**config.mk**
```make
export PLATFORM = sky130hd
export DESIGN_NAME = ys_poly_small_stream
export DESIGN_NICKNAME = d
export VERILOG_FILES = /design/src/rtl/ys_poly_small_stream.sv
export SDC_FILE = /design/constraint.sdc
export NUM_CORES = 1
export LEC_CHECK = 0
export CAP_MARGIN = 20
export CORE_UTILIZATION = 60
export CTS_CLUSTER_DIAMETER = 60
export DETAILED_ROUTE_END_ITERATION = 6
export PLACE_DENSITY = 0.87
export SLEW_MARGIN = 20
export SYNTH_ARGS = -nofsm -noshare
export SYNTH_HDL_FRONTEND = slang
export SYNTH_SLANG_ARGS = --single-unit
```
**constraint.sdc**
```tcl
create_clock -name clk -period 15.1 [get_ports clk]
set_clock_uncertainty 0.2 [all_clocks]
set_input_delay 4.53 -clock clk [delete_from_list [all_inputs] [get_ports clk]]
set_output_delay 4.53 -clock clk [all_outputs]
set_load 0.005 [all_outputs]
```
**src/rtl/ys_poly_small_stream.sv**
```systemverilog
// ys_poly_small_stream: streaming pass/difference/scale of polynomial coefficients
module ys_poly_small_stream #(
  parameter int CW    = 13,
  parameter int LANES = 4,
  parameter int N     = 701
)(
  input  logic              clk,
  input  logic              rst,
  input  logic              start,
  input  logic [1:0]        mode,
  input  logic              in_valid,
  output logic              in_ready,
  input  logic [CW*LANES-1:0] din_a,
  input  logic [CW*LANES-1:0] din_b,
  output logic              out_valid,
  input  logic              out_ready,
  output logic [CW*LANES-1:0] dout_a,
  output logic [CW*LANES-1:0] dout_b,
  output logic              out_last,
  output logic              busy,
  output logic              done
);
  localparam int BEATS = (N + 2*LANES - 1) / (2*LANES);
  localparam int CNTW = $clog2(BEATS + 1);
  localparam logic [CNTW-1:0] C_BEATS = CNTW'(BEATS);
  localparam logic [CNTW-1:0] C_LAST = CNTW'(BEATS - 1);
  typedef enum logic {IDLE, RUN} state_t;
  state_t r_state, w_state_nxt;
  logic [CNTW-1:0] r_cnt;
  logic [CW-1:0] r_carry;
  logic [1:0] r_mode;
  logic r_out_valid, r_out_last, r_done;
  logic [CW*LANES-1:0] r_dout_a, r_dout_b, w_ya, w_yb;
  logic [CW-1:0] w_x [2*LANES];
  logic [CW-1:0] w_p [2*LANES];
  logic [CW-1:0] w_d [2*LANES];
  logic [CW-1:0] w_y [2*LANES];
  logic w_start, w_in_acc, w_out_acc, w_last_acc;

  assign w_start    = start & (r_state == IDLE);
  assign in_ready   = (r_state == RUN) & (r_cnt < C_BEATS) & (!r_out_valid | out_ready);
  assign w_in_acc   = in_valid & in_ready;
  assign w_out_acc  = r_out_valid & out_ready;
  assign w_last_acc = (r_state == RUN) & w_out_acc & r_out_last;
  assign out_valid  = r_out_valid;
  assign out_last   = r_out_last;
  assign dout_a     = r_dout_a;
  assign dout_b     = r_dout_b;
  assign busy       = (r_state == RUN);
  assign done       = r_done;

  // State register
  always_ff @(posedge clk or posedge rst)
    if (rst) r_state <= IDLE;
    else r_state <= w_state_nxt;

  // Next state: enter RUN on start, leave once the last result beat is taken
  always_comb begin
    w_state_nxt = r_state;
    if (w_start) w_state_nxt = RUN;
    else if (w_last_acc) w_state_nxt = IDLE;
  end

  // Per-lane result; lane 0's predecessor is the carried top lane of the previous beat
  always_comb begin
    w_ya = '0;
    w_yb = '0;
    for (int k = 0; k < LANES; k++) begin
      w_x[k] = din_a[CW*k +: CW];
      w_x[k+LANES] = din_b[CW*k +: CW];
    end
    w_p[0] = r_carry;
    for (int k = 1; k < 2*LANES; k++) w_p[k] = w_x[k-1];
    for (int k = 0; k < 2*LANES; k++) begin
      w_d[k] = w_p[k] - w_x[k];
      w_y[k] = (r_mode == 2'd0) ? w_x[k] :
               (r_mode == 2'd1) ? w_d[k] :
               (r_mode == 2'd2) ? (w_d[k] << 1) + w_d[k] : (w_x[k] << 1) + w_x[k];
      if (int'(r_cnt) * 2 * LANES + k >= N) w_y[k] = '0;
    end
    for (int k = 0; k < LANES; k++) begin
      w_ya[CW*k +: CW] = w_y[k];
      w_yb[CW*k +: CW] = w_y[k+LANES];
    end
  end

  // Pass bookkeeping, carry and the single-entry output register
  always_ff @(posedge clk or posedge rst)
    if (rst) begin
      r_cnt <= '0;
      r_carry <= '0;
      r_mode <= '0;
      r_out_valid <= 1'b0;
      r_out_last <= 1'b0;
      r_dout_a <= '0;
      r_dout_b <= '0;
      r_done <= 1'b0;
    end else begin
      if (w_start) begin
        r_cnt <= '0;
        r_carry <= '0;
        r_mode <= mode;
      end
      if (w_in_acc) begin
        r_cnt <= r_cnt + 1'b1;
        r_carry <= w_x[2*LANES-1];
        r_dout_a <= w_ya;
        r_dout_b <= w_yb;
        r_out_valid <= 1'b1;
        r_out_last <= (r_cnt == C_LAST);
      end else if (w_out_acc) begin
        r_out_valid <= 1'b0;
        r_out_last <= 1'b0;
      end
      r_done <= w_last_acc;
    end
endmodule

```
==> results.tsv <==
stage	metric	value	unit
placed_design	Cell Area, Placed	21400	µm²
clocking	clock slew at reported path FFs	0.07	ns
yosys	synthesized area per cell	8.50	µm²
power_and_ir_drop	total design power	2750	µW
drt	Routed WL per cell	19.7	µm
placed_design	port bufs	219	
critical_path	WP data arrival	6.42	ns
critical_path	Critical Path Fanout Max	3	
global_routing	M2 GR Usage	0.576	
power_and_ir_drop	Sw Ratio	0.416	
critical_path	WS Path Type	in -> out	
clocking	CTS Buffer Depth	2	
yosys	Mapped Cells	2210	
drt	drt first pass iters	6	
critical_path	Worst setup EP type	output pin	
floorplan	CORE AREA	30700	µm²
sta	post-route clock period utilization	0.738	
global_routing	met3 usage	0.0490	
global_routing	GRT overflow	0	
drt	via count	18100	
drt	drt first-iter violations	1347	
power_and_ir_drop	Net Sw Power	1140	µW
clocking	H-tree depth	4	
sta	worst relative slew slack	0.298	
global_routing	first-pass GRT wire length	87.9	mm
placed_design	GPL Wtd Cong	0.941	
global_routing	gr usage total	0.348	
sta	minimum clock period	11.15	ns
floorplan	num rows	64	
drt	WL final	55.3	mm
yosys	async set-reset flop share out of synthesis	1.00	
clocking	CTS Hold Buffers Added	0	
drt	Vias/cell	6.44	
power_and_ir_drop	Pleak	0.0101	µW
power_and_ir_drop	Worst IR Drop VDD	0.0901	mV
yosys	area leader, netlist	ha_1	
run_status	run status	completed	
yosys	dominant synthesized flop cell	dfrtp_1	
yosys	Post-synth EDFFs	0	
sta	setup TNS	0	ns
global_routing	via count of the first global-routing pass	17800	
layout	area delta synth->final	16.8	%
yosys	Seq/Total Area, Yosys	0.173	
sta	Slew Limit Fails	0	
yosys	Synth area leaders	ha_1 18%, dfrtp_1 17%, mux4_2 8.3%, xnor2_1 7.9%, a21oi_1 4.5%	
critical_path	CP max stage delay	0.63	ns
layout	fraction of layout cells with a size suffix above 1	0.0652	
yosys	Commonest cells post-synth	273 x ha_1, 221 x nand2_1, 170 x xnor2_1	
yosys	Warnings, synthesis	0	
yosys	Yosys top cell area share	0.182	
critical_path	CP max stage cell	clkdlybuf4s50_1	
floorplan	Die Y	179	µm
clocking	clk root buf	clkbuf_16	
power_and_ir_drop	power per cell area	125	nW/µm²
yosys	most frequent cell after synthesis	ha_1	
clocking	clk_lat worst skew	0.44	ns
floorplan	Initial Utilization	0.613	
layout	ANT cells	0	
yosys	Synthesized Nets	2618	
sta	FMAX	89.7	MHz
drt	drt drc	0	
power_and_ir_drop	Sequential Power Share	0.195	
global_routing	initial antenna violation count	0	
yosys	count of cell types in the netlist	74	
layout	Finished Cell Area	22000	µm²
sta	RSZ-0062 raised after global routing	no	
floorplan	width of the die	179	µm
sta	final hold viol count	0	
min_path	Hold WC Path Type	reg -> reg	
layout	Nets	2804	
yosys	Syn Std Cell Area	18800	µm²
critical_path	startpoint types	input pin	
power_and_ir_drop	Clock power frac	0.161	
sta	final setup fails	0	
critical_path	worst path bufs/invs	2	
critical_path	Worst path top cell family by delay	buffers and inverters	
clocking	Num CTS Buffers	17	
yosys	Yosys reg bits	130	
critical_path	Critical Path RT	10.37	ns
sta	Worst-Margin Slew	1.05	ns
drt	remaining antenna violation count	0	
clocking	number of cells upsized or downsized after cts	0	
global_routing	met1 Track Usage GR	0.446	
power_and_ir_drop	Comb power frac	0.644	
placed_design	DP HPWL	41.3	mm
critical_path	cells along the critical path	clkdlybuf4s50_1 > nand2b_1 > nand2_1 > a21oi_1 > clkdlybuf4s50_1	
floorplan	I/O pin count	220	
clocking	TritonCTS clock tree	done	
run	MaxCap Viol Count	0	
clocking	TritonCTS sink count	130	
floorplan	full die area	32000	µm²
clocking	Setup Buffers After CTS	0	
power_and_ir_drop	Internal	1600	µW
global_routing	busiest metal layer after global routing	met2	
global_routing	largest net degree at the start of global routing	102	
critical_path	CP dominant cell by count	clkdlybuf4s50_1	
==> cells by family after synthesis <==
group	count (synthesis)	share of synthesized area
xor+xnor	250	0.120
compound gates	602	0.212
simple gates	625	0.150
buf+inv	219	0.0438
flops	130	0.173
fa+ha+maj	297	0.207
mux	87	0.0929
==> power by group through the flow <==
stage / clock network (µW) / logic [µW] / registers [µW]
after floorplan: 0 / 1230 / 519
after global placement: 0 / 1660 / 536
after detailed placement: 0 / 1730 / 539
after CTS: 444 / 1750 / 534
after global routing: 461 / 1930 / 548
final: 443 / 1770 / 536
==> cells in the final DEF (no fill, tap or decap), types with 17 or more instances in the layout <==
cell and count:
xor2_1 75, clkbuf_16 17, o21a_1 31, nor2b_1 25, nand2_1 220, xnor2_1 169
nor3_1 70, nand3_1 60, o21bai_1 28, nand2b_1 24, or3_1 21, inv_1 154
a31oi_1 21, mux4_2 69, fa_1 24, nor2_1 155, dfrtp_1 128, o31ai_1 20
o21ai_0 107, and3_1 20, clkdlybuf4s50_1 219, a22o_1 26, a21o_1 72, a211oi_1 41
a21oi_1 169, ha_1 273
==> sequential cells by signal (all words and copies together), names as in the netlist <==
| register | flops |
|---|---|
| busy | 1 |
| done | 1 |
| dout_a | 52 |
| dout_b | 52 |
| out_last | 1 |
| out_valid | 1 |
| r_carry | 13 |
| r_cnt | 7 |
| r_mode | 2 |
==> per-stage QoR <==
step	util	hold slack [ns]	std cells	worst slack, ns
floorplan	-	0.267	2210	5.50
global placement	0.696	0.256	2773	3.96
detailed placement	0.696	0.262	2773	3.98
CTS	0.716	0.278	2805	3.97
finish	0.716	0.274	2805	3.95
global route	0.716	0.301	2805	3.91
==> worst paths after layout <==
| kind | slack, ns | start | depth (start not counted) | to |
|---|---|---|---|---|
| worst max-delay path | 3.95 | out_ready | 5 | in_ready |
| worst min-delay path | 0.27 | dout_b[8] | 2 | dout_b[8] |
| worst max register to register | 10.28 | r_carry[0] | 19 | dout_a[12] |
| worst min register to register | 0.27 | dout_b[8] | 2 | dout_b[8] |
| max in group asynchronous | 8.97 | rst | 3 | r_cnt[3] |
| min in group asynchronous | 4.39 | rst | 2 | dout_a[1] |
==> final cells by class <==
class | count | area [µm²]
clock buffers | 19 | 453
clock inverters | 13 | 149
fillers | 2310 | 8710
inverters | 156 | 591
multi-input cells | 1861 | 14700
flip-flops and latches | 130 | 3260
well taps | 396 | 495
repair buffers | 230 | 2270
==> tightest hold or removal path, stage by stage, from the launching register on <==
cell and delay [ns]:
dfrtp_1 0.34, nand2_1 0.05, nand2_1 0.06
==> layer usage <==
layer  vias up  share of wire
met5         -              0
met4         0          0.045
met3       174          0.077
met2       818           0.46
met1      8640           0.42
li1       8426              -
No activity file was read; power rests on OpenSTA's default activity.
